File: config.mk
export PLATFORM = sky130hd
export DESIGN_NAME = gpio_ahb_irq
export DESIGN_NICKNAME = d
export VERILOG_FILES = /design/src/rtl/gpio_ahb_irq.sv
export SDC_FILE = /design/constraint.sdc
export NUM_CORES = 1
export LEC_CHECK = 0
export ABC_AREA = 1
export CELL_PAD_IN_SITES_DETAIL_PLACEMENT = 1
export CELL_PAD_IN_SITES_GLOBAL_PLACEMENT = 2
export CORE_ASPECT_RATIO = 0.9
export CORE_UTILIZATION = 27
export DETAILED_ROUTE_END_ITERATION = 16
export PLACE_DENSITY = 0.86
export SLEW_MARGIN = 10
export SYNTH_ARGS = -nofsm -noshare
export SYNTH_HDL_FRONTEND = slang
export SYNTH_SLANG_ARGS = --single-unit
File: constraint.sdc
create_clock -name hclk -period 1.7 [get_ports hclk]
set_input_delay 0.17 -clock hclk [delete_from_list [all_inputs] [get_ports hclk]]
set_output_delay 0.17 -clock hclk [all_outputs]
set_load 0.01 [all_outputs]
File: src/rtl/gpio_ahb_irq.sv
// AHB-Lite GPIO slave: input synchroniser, atomic set/clear/toggle, per-pin edge/level IRQs with W1C status.
// Latency: writes land at end of data phase, reads combinational in data phase, gpi->irq sync_stages+1 clocks.
// Backpressure: hready held 1; with GPIO_AHB_IRQ_ERR_RESP_EN a bad transfer gets a two-cycle ERROR (hready low once).
module gpio_ahb_irq #(
    parameter int gpio_w      = 8,
    parameter int sync_stages = 2
) (
    input  logic              hclk,
    input  logic              hreset,
    input  logic [5:0]        haddr,
    output logic [31:0]       hrdata,
    input  logic [31:0]       hwdata,
    input  logic              hwrite,
    input  logic [1:0]        htrans,
    input  logic [2:0]        hsize,
    input  logic [2:0]        hburst,
    output logic [1:0]        hresp,
    output logic              hready,
    input  logic              hsel,
    output logic              irq,
    input  logic [gpio_w-1:0] gpi,
    output logic [gpio_w-1:0] gpo,
    output logic [gpio_w-1:0] gpd
);
    localparam logic [3:0] A_GPI   = 4'h0;
    localparam logic [3:0] A_GPO   = 4'h1;
    localparam logic [3:0] A_GPD   = 4'h2;
    localparam logic [3:0] A_SET   = 4'h3;
    localparam logic [3:0] A_CLR   = 4'h4;
    localparam logic [3:0] A_TGL   = 4'h5;
    localparam logic [3:0] A_EN    = 4'h6;
    localparam logic [3:0] A_LVL   = 4'h7;
    localparam logic [3:0] A_POL   = 4'h8;
    localparam logic [3:0] A_BOTH  = 4'h9;
    localparam logic [3:0] A_STAT  = 4'hA;
    localparam logic [3:0] A_MSTAT = 4'hB;

    logic              dp_vld, dp_write, wr, accept, err_req;
    logic [3:0]        dp_idx;
    logic [gpio_w-1:0] wd, w1c;
    logic [gpio_w-1:0] gpo_q, gpd_q, en_q, lvl_q, pol_q, both_q, stat_q;
    logic [gpio_w-1:0] sync_q [sync_stages];
    logic [gpio_w-1:0] gs, gp_q, rise, fall, edge_hit, lvl_hit, set_cond;
    logic [31:0]       rd_val;
    logic              unused_ok;

    assign unused_ok = ^{hburst, hsize, haddr[1:0], hwdata};

    assign accept = hsel && htrans[1] && hready;
    assign wd     = hwdata[gpio_w-1:0];
    assign wr     = dp_vld && dp_write;
    assign w1c    = (wr && dp_idx == A_STAT) ? wd : '0;

`ifdef GPIO_AHB_IRQ_ERR_RESP_EN
    typedef enum logic [1:0] {ERR_IDLE, ERR_FIRST, ERR_SECOND} err_t;
    err_t       err_st;
    logic       hready_q;
    logic [1:0] hresp_q;

    assign err_req = (haddr[5:2] >= 4'hC) || (hsize != 3'b010) ||
                     (hwrite && (haddr[5:2] == A_GPI || haddr[5:2] == A_MSTAT));

    always_ff @(posedge hclk) begin
        if (hreset) begin
            err_st   <= ERR_IDLE;
            hready_q <= 1'b1;
            hresp_q  <= 2'b00;
        end else begin
            case (err_st)
                ERR_FIRST: begin
                    err_st   <= ERR_SECOND;
                    hready_q <= 1'b1;
                    hresp_q  <= 2'b01;
                end
                default: begin
                    // A new transfer may be accepted in the second error cycle
                    if (accept && err_req) begin
                        err_st   <= ERR_FIRST;
                        hready_q <= 1'b0;
                        hresp_q  <= 2'b01;
                    end else begin
                        err_st   <= ERR_IDLE;
                        hready_q <= 1'b1;
                        hresp_q  <= 2'b00;
                    end
                end
            endcase
        end
    end

    assign hready = hready_q;
    assign hresp  = hresp_q;
`else
    assign err_req = 1'b0;
    assign hready  = 1'b1;
    assign hresp   = 2'b00;
`endif

    always_ff @(posedge hclk) begin
        if (hreset) begin
            dp_vld   <= 1'b0;
            dp_write <= 1'b0;
            dp_idx   <= 4'h0;
        end else begin
            dp_vld <= accept && !err_req;
            if (accept) begin
                dp_write <= hwrite;
                dp_idx   <= haddr[5:2];
            end
        end
    end

    always_ff @(posedge hclk) begin
        if (hreset) begin
            for (int i = 0; i < sync_stages; i++) sync_q[i] <= '0;
            gp_q <= '0;
        end else begin
            sync_q[0] <= gpi;
            for (int i = 1; i < sync_stages; i++) sync_q[i] <= sync_q[i-1];
            gp_q <= gs;
        end
    end

    assign gs       = sync_q[sync_stages-1];
    assign rise     = gs & ~gp_q;
    assign fall     = ~gs & gp_q;
    assign edge_hit = (both_q & (rise | fall)) | (~both_q & ((pol_q & rise) | (~pol_q & fall)));
    assign lvl_hit  = (pol_q & gs) | (~pol_q & ~gs);
    assign set_cond = en_q & ((lvl_q & lvl_hit) | (~lvl_q & edge_hit));

    always_ff @(posedge hclk) begin
        if (hreset) begin
            gpo_q  <= '0;
            gpd_q  <= '0;
            en_q   <= '0;
            lvl_q  <= '0;
            pol_q  <= '0;
            both_q <= '0;
            stat_q <= '0;
        end else begin
            // Set is OR'ed after the clear so a same-cycle event is never lost
            stat_q <= (stat_q & ~w1c) | set_cond;
            if (wr) begin
                case (dp_idx)
                    A_GPO:   gpo_q  <= wd;
                    A_GPD:   gpd_q  <= wd;
                    A_SET:   gpo_q  <= gpo_q | wd;
                    A_CLR:   gpo_q  <= gpo_q & ~wd;
                    A_TGL:   gpo_q  <= gpo_q ^ wd;
                    A_EN:    en_q   <= wd;
                    A_LVL:   lvl_q  <= wd;
                    A_POL:   pol_q  <= wd;
                    A_BOTH:  both_q <= wd;
                    default: ;
                endcase
            end
        end
    end

    always_comb begin
        rd_val = 32'h0;
        case (dp_idx)
            A_GPI:   rd_val = 32'(gs);
            A_GPO:   rd_val = 32'(gpo_q);
            A_GPD:   rd_val = 32'(gpd_q);
            A_EN:    rd_val = 32'(en_q);
            A_LVL:   rd_val = 32'(lvl_q);
            A_POL:   rd_val = 32'(pol_q);
            A_BOTH:  rd_val = 32'(both_q);
            A_STAT:  rd_val = 32'(stat_q);
            A_MSTAT: rd_val = 32'(stat_q & en_q);
            default: rd_val = 32'h0;
        endcase
    end

    assign hrdata = (dp_vld && !dp_write) ? rd_val : 32'h0;
    assign irq    = |(stat_q & en_q);
    assign gpo    = gpo_q;
    assign gpd    = gpd_q;
endmodule
==> summary.txt, run 1 <==
CTS
  – Worst skew pair latency: 0.35 ns
  – Root Buffer: clkbuf_16
  – Clock buffer depth: 2
  – TritonCTS Buffers: 9
  – Sink Count: 86
  – H-tree depth: 3
  – Clk slew on worst S/H paths: 0.06 ns
  – CTS tree: yes

Place
  – Placed wire-length estimate: 13.3 mm
  – IO buf count: 49
  – DP Cell Count: 1124
  – RePlAce Congestion: 0.826
  – Post-Place Worst Slack: -0.538 ns

Worst hold path
  – Hold EP: sync_q[0][0]
  – Hold Path Class: input port to flip-flop
  – Min-Delay Path Depth: 2
  – HP Start: hreset

Timing
  – Worst slew pin tran: 0.527 ns
  – Endpoints failing setup: 8
  – Fin crit share: 117%
  – Clock Skew: 0.00741 ns
  – TNS Setup: -2.00 ns
  – Fin crit period: 1.99 ns
  – Slew margin rel.: 64.8%
  – Hold_ws: 0.277 ns
  – F_max: 501 MHz
  – Fin. Hold Viols: 0
  – Unrepaired setup endpoints after global routing: true
  – Post-route setup slack: -0.294 ns
  – Fin. max-slew vios: 0

Setup path
  – Reg2reg setup slack: 0.02 ns
  – FF-to-FF End: both_q[7]
  – Worst Path Max Fanout: 8
  – CP Class: flip-flop to primary output
  – Worst R2R Start: dp_idx[1]
  – Worst Path Arrival: 1.82 ns
  – CP Launch Type: flip-flop
  – WP data required: 1.53 ns
  – Number of cells on the worst reg-to-reg path: 11
  – Crit. End Element: primary output

Cells and area
  – Final Net Count: 1000
  – # diodes: 0
  – Area grow syn2layout: 41.4%
  – Ratio of cells with drive above 1 in the final layout: 24.6%
  – Post-Layout Cell Count: 1160

Yosys
  – FFs w/ async S/R, synth: 0%
  – Adder-cell area share of the yosys netlist: 7.84%
  – Simple-Gate Fraction of Synth Area: 33.9%
  – Yosys cell types: 29
  – Cell Area, Synth: 5110 um^2
  – Cells after Synth: 769
  – FF+latch count, synth: 86
  – Synthesis Warnings: 0
  – Post-synthesis xor/xnor area fraction: 0%
  – Post-synthesis compound-gate area fraction: 10.5%
  – Post-synthesis sequential area ratio: 33.7%
  – Main combinational cell family by area after synthesis: simple AND/OR/NAND/NOR gates
  – Post-synthesis mux area share: 0%
  – Synth Flop Type: dfxtp_1
  – Syn Area/Cell: 6.64 um^2
  – Post-synth EDFFs: 0

Global routing
  – Initial antenna violation count: 0
  – First-pass GRT wire length: 28.4 mm
  – GRT overflow: 0
  – Largest net degree at the start of global routing: 40
  – Total GRT Usage: 18.8%
  – Number of global-route vias before repair: 5277

Floorplan
  – Initial Utilization: 27.7%
  – CORE AREA: 18500 um^2
  – I/O pins: 110
  – Die height: 132 um
  – Die area: 19500 um^2
  – Die Span X: 147 um
  – Num rows: 47

Drt
  – Initial DRC count: 266
  – DRC Markers: 0
  – Routed Wire Length: 18.7 mm
  – Avg Vias per Cell: 4.62
  – WL/cell: 16.1 um
  – DR vias: 5362
  – Initial DRT Pass Iterations: 4
  – Antenna-violating nets left: 0

Power
  – Overall Power: 4990 uW
  – LEAKAGE: 0.00326 uW
  – Cell Pwr Density: 691 nW/um^2
  – Max VDD drop: 0.483 mV

Outcome
  – Status: complete, but fails checks
  – Violated checks: negative setup slack

Flow run
  – Max cap viols: 0
[through the flow]
stage / utilization, % / cell area [um^2]
finish: 39.1 / 7220
global route: 39.1 / 7220
CTS: 37.3 / 6900
detailed placement: 34.4 / 6360
global placement: 34.4 / 6360
floorplan: - / 5200
[sequential cells by signal, indices dropped and copies added, names as in the netlist]
name	count
pol_q	8
both_q	8
stat_q	8
gp_q	8
dp_vld	1
gpd	8
dp_write	1
sync_q	16
lvl_q	8
dp_idx	4
en_q	8
gpo	8
[logic make-up (layout without fill, tap and decap cells)]
| logic type | Yosys count | count (layout) |
|---|---|---|
| AOI/OAI and AO/OA | 97 | 97 |
| adders and majority gates | 32 | 32 |
| buffers and inverters | 154 | 274 |
| DFF | 86 | 86 |
| other | 2 | 27 |
| and+or+nand+nor | 398 | 399 |
[final cells by class]
cell class	count	area, um^2
fill	2343	11200
multi-input combinational	555	3080
sequential	86	1740
timing repair buffer	153	1360
inverter	105	408
tap	245	307
clock buffer	11	243
clock inverter	5	81.3
[synthesized netlist by cell type, types with 2 or more instances]
| cell | number | area [um^2] |
|---|---|---|
| nor2_4 | 7 | 78.8 |
| o21ai_0 | 31 | 155 |
| buf_4 | 30 | 225 |
| ha_1 | 32 | 400 |
| clkbuf_1 | 10 | 37.5 |
| dfxtp_1 | 86 | 1720 |
| nor2_2 | 2 | 12.5 |
| nor2_1 | 114 | 428 |
| conb_1 | 2 | 7.51 |
| nor3_1 | 3 | 15.0 |
| nand3_1 | 94 | 470 |
| inv_1 | 101 | 379 |
| inv_2 | 3 | 11.3 |
| nand2_2 | 8 | 50.1 |
| buf_1 | 3 | 11.3 |
| nand2_1 | 163 | 612 |
| buf_2 | 5 | 25.0 |
| a21oi_1 | 45 | 225 |
| a211oi_1 | 20 | 150 |
[report_power, final]
group	switching, uW	internal [uW]	total, uW	leakage, uW
Combinational	419	310	730	0.00240
Sequential	32.8	2050	2080	0.000701
Clock	850	1330	2180	0.000156
Total	1300	3690	4990	0.00326
[how the worst max path moves through the flow]
| stage | start | end | depth (start not counted) |
|---|---|---|---|
| 5_1_grt | dp_idx[0] | hrdata[2] | 12 |
| 6_report | dp_idx[0] | hrdata[2] | 12 |
| 4_1_cts | dp_idx[0] | hrdata[0] | 12 |
| 3_3_place_gp | dp_idx[0] | hrdata[6] | 8 |
| 3_5_place_dp | dp_idx[3] | hrdata[6] | 9 |
| 2_1_floorplan | dp_idx[1] | hrdata[6] | 7 |
[routing by layer]
| metal | GRT usage [%] | up-vias | wire length (um) | share of wire, % |
|---|---|---|---|---|
| li1 | - | 2668 | - | - |
| met1 | 24.9 | 2572 | 8720 | 47 |
| met2 | 30.8 | 109 | 8930 | 48 |
| met3 | 4.07 | 13 | 787 | 4.2 |
| met4 | 4.87 | 0 | 209 | 1.1 |
| met5 | 0 | - | 0 | 0 |
[worst max-delay path, cell delays in order, from the launching register on]
cell	delay (ns)
dfxtp_4	0.38
inv_6	0.09
nand2_8	0.07
nor2_4	0.18
buf_6	0.13
buf_12	0.11
nand2_1	0.07
nand2_1	0.06
nor2_1	0.04
nand3_1	0.08
nand2_1	0.07
inv_1	0.07
buf_2	0.12
[placed cells by master (no fill, tap or decap), types with 13 or more instances in the layout]
cell             instances
a211oi_1                16
a21oi_1                 45
buf_4                   85
buf_6                   19
clkdlybuf4s50_1         39
conb_1                  27
dfxtp_1                 80
ha_1                    32
inv_1                   92
nand2_1                134
nand2_2                 24
nand3_1                 89
nor2_1                 100
nor2_4                  13
o21ai_0                 31
[timing repair]
action	4_1_cts	5_1_grt
resized for setup	95	70
gates cloned	0	2
setup endpoints to repair	20	26
buffers inserted	12	8
pin swaps	17	34
hold buffers	0	0
(Power assumes the default switching activity.)
==> run 2: changes to the inputs <==
- CTS_CLUSTER_DIAMETER: unset -> 30
==> results of run 2 <==
Final layout, timing and power as in run 1 (identical DEF).
==> run 3: changes to the inputs <==
- GPL_ROUTABILITY_DRIVEN: unset -> 0
- GPL_TIMING_DRIVEN: unset -> 0
==> run 3 against run 2 <==
  * Critical path depth unchanged
  * First-iteration DRC count increased by 20%
  * The run still ends with negative setup slack left
  * Die area unchanged
  * Utilization decreased by 1.6 points
  * Sequential cell count unchanged
  * Via count decreased by 0.48%
  * Maximum frequency decreased by 1.8%
  * Total power decreased by 4.9%
  * Cell area decreased by 4.2%
  * Clock-buffer cell count increased by 1
  * Largest cell class unchanged
  * Clock skew about the same
  * Clock power decreased by 11%
==> summary.txt, run 3 (synthesis results as in run 1) <==
Flow run
  – Max cap viols: 0

Timing
  – Fin crit share: 120%
  – Unrepaired setup endpoints after global routing: true
  – Post-route setup slack: -0.332 ns
  – Fin. max-slew vios: 0
  – TNS Setup: -2.46 ns
  – Clock Skew: 0.00762 ns
  – Fin crit period: 2.03 ns
  – Fin. Hold Viols: 0
  – F_max: 492 MHz
  – Worst slew pin tran: 0.785 ns
  – Endpoints failing setup: 11
  – Slew margin rel.: 47.7%

Floorplan
  – Die Span X: 147 um
  – CORE AREA: 18500 um^2
  – I/O pins: 110
  – Die height: 132 um
  – Initial Utilization: 27.7%
  – Num rows: 47
  – Die area: 19500 um^2

Power
  – LEAKAGE: 0.00306 uW
  – Internal power: 3440 uW
  – Max VDD drop: 0.451 mV
  – Comb power frac: 15.1%
  – Clk network pwr share: 41.0%
  – Register share of total power: 43.9%
  – Cell Pwr Density: 686 nW/um^2
  – Switching share of total power: 27.6%
  – Psw: 1310 uW
  – Overall Power: 4740 uW

Place
  – Placed cell area: 5990 um^2
  – Post-Place Worst Slack: -1.14 ns
  – IO buf count: 48
  – Placed wire-length estimate: 13.1 mm

Worst hold path
  – Hold Path Class: input port to flip-flop
  – Hold EP: sync_q[0][0]
  – Min-Delay Path Depth: 3
  – HP Start: gpi[0]

Global routing
  – Number of global-route vias before repair: 5221
  – Largest net degree at the start of global routing: 14
  – First-pass GRT wire length: 30.0 mm
  – Initial antenna violation count: 0
  – GRT overflow: 0
  – Total GRT Usage: 20.5%

Setup path
  – Setup crit start: dp_idx[0]
  – Worst Path Arrival: 1.86 ns
  – Number of cells on the worst reg-to-reg path: 10
  – Crit. End Element: primary output
  – CP Class: flip-flop to primary output
  – WP data required: 1.53 ns
  – CP Launch Type: flip-flop
  – Worst Path Max Fanout: 5
  – Reg2reg setup slack: -0.04 ns
  – Worst R2R Start: dp_idx[3]
  – FF-to-FF End: gpo[6]

CTS
  – Clock buffer depth: 2
  – TritonCTS Buffers: 9
  – Hold buffer count at CTS: 0
  – H-tree depth: 3
  – CTS tree: yes
  – Clk slew on worst S/H paths: 0.06 ns
  – Sink Count: 86
  – Root Buffer: clkbuf_16
  – Worst skew pair latency: 0.36 ns

Drt
  – Antenna-violating nets left: 0
  – DR vias: 5336
  – DRC Markers: 0
  – Initial DRC count: 319
  – Avg Vias per Cell: 4.67
  – Routed Wire Length: 19.3 mm
  – Initial DRT Pass Iterations: 4
  – WL/cell: 16.9 um

Cells and area
  – Most common cell after layout, fill and taps aside: nand2_1
  – Final Net Count: 983
  – Area grow syn2layout: 35.5%
  – Post-route cell area: 6920 um^2
  – Register with the most flip-flops: sync_q
  – Commonest non-fill, non-tap cells in the layout: nand2_1, nor2_1, inv_1, nand3_1, dfxtp_1
  – Ratio of cells with drive above 1 in the final layout: 19.4%
  – # diodes: 0
  – Fin util: 37.5%
  – Number of flip-flops under the largest register name: 16

Outcome
  – Status: complete, but fails checks
  – Violated checks: negative setup slack
==> run 3: cell types whose count changed in the layout (fill, tap and decap cells not counted), moves of 6 or more <==
cell | before | now
buf_4 | 85 | 54
clkbuf_1 | 1 | 8
nor2_2 | 10 | 3
o21ai_0 | 31 | 24
inv_1 | 92 | 98
nand2_1 | 134 | 140
nor2_1 | 100 | 106
==> run 3: metrics by stage <==
stage                     cells  hold slack [ns]
after floorplan             794            0.277
after global placement     1087            0.390
after detailed placement   1087            0.398
after CTS                  1135            0.326
after global routing       1143            0.344
final                      1143            0.331
==> run 3: cell type report <==
cell class	count	area [um^2]
Clock inverter	4	20.0
Clock buffer	12	267
Fill cell	2360	11500
Sequential cell	86	1740
Buffer	47	328
Multi-Input combinational cell	554	2990
Tap cell	245	307
Inverter	105	417
Timing Repair Buffer	90	848
==> run 3: per-layer routing <==
| metal | track usage (%) | vias up | part of all wire [%] |
|---|---|---|---|
| li1 | - | 2636 | - |
| met1 | 27.4 | 2554 | 47 |
| met4 | 5.96 | 0 | 1.8 |
| met3 | 4.07 | 17 | 4.4 |
| met5 | 0 | - | 0 |
| met2 | 33.2 | 129 | 46 |
==> run 3: what timing repair did <==
| action | CTS | global route |
|---|---|---|
| hold endpoints to repair | 0 | 0 |
| pin swaps | 28 | 16 |
| setup endpoints to repair | 65 | 49 |
| resized for setup | 124 | 26 |
| setup buffers | 34 | 10 |
==> run 3: worst max-delay path by stage <==
stage,cells after the start,slack [ns],endpoint
6_report,12,-0.33,hrdata[0]
5_1_grt,11,-0.39,hrdata[0]
4_1_cts,11,-0.34,hrdata[6]
3_5_place_dp,8,-1.14,hrdata[6]
3_3_place_gp,8,-1.16,hrdata[6]
2_1_floorplan,7,0.11,hrdata[6]
==> run 3: worst max-delay path, stage by stage, from the launching register on <==
cell and delay, ns:
dfxtp_4 0.38, inv_6 0.09, nand2_8 0.07, buf_12 0.13, nor2_4 0.16, buf_6 0.16, nand2_2 0.05, nand2_2 0.06
nor2_2 0.04, nand3_1 0.08, nand2_1 0.08, inv_1 0.09, buf_2 0.12
==> run 3: power groups by stage <==
stage	Combinational, uW	Sequential (uW)	Clock (uW)
after floorplan	329	2110	0
after global placement	532	2120	0
after detailed placement	535	2120	0
after CTS	685	2080	1980
after global routing	779	2090	2060
final	715	2080	1950
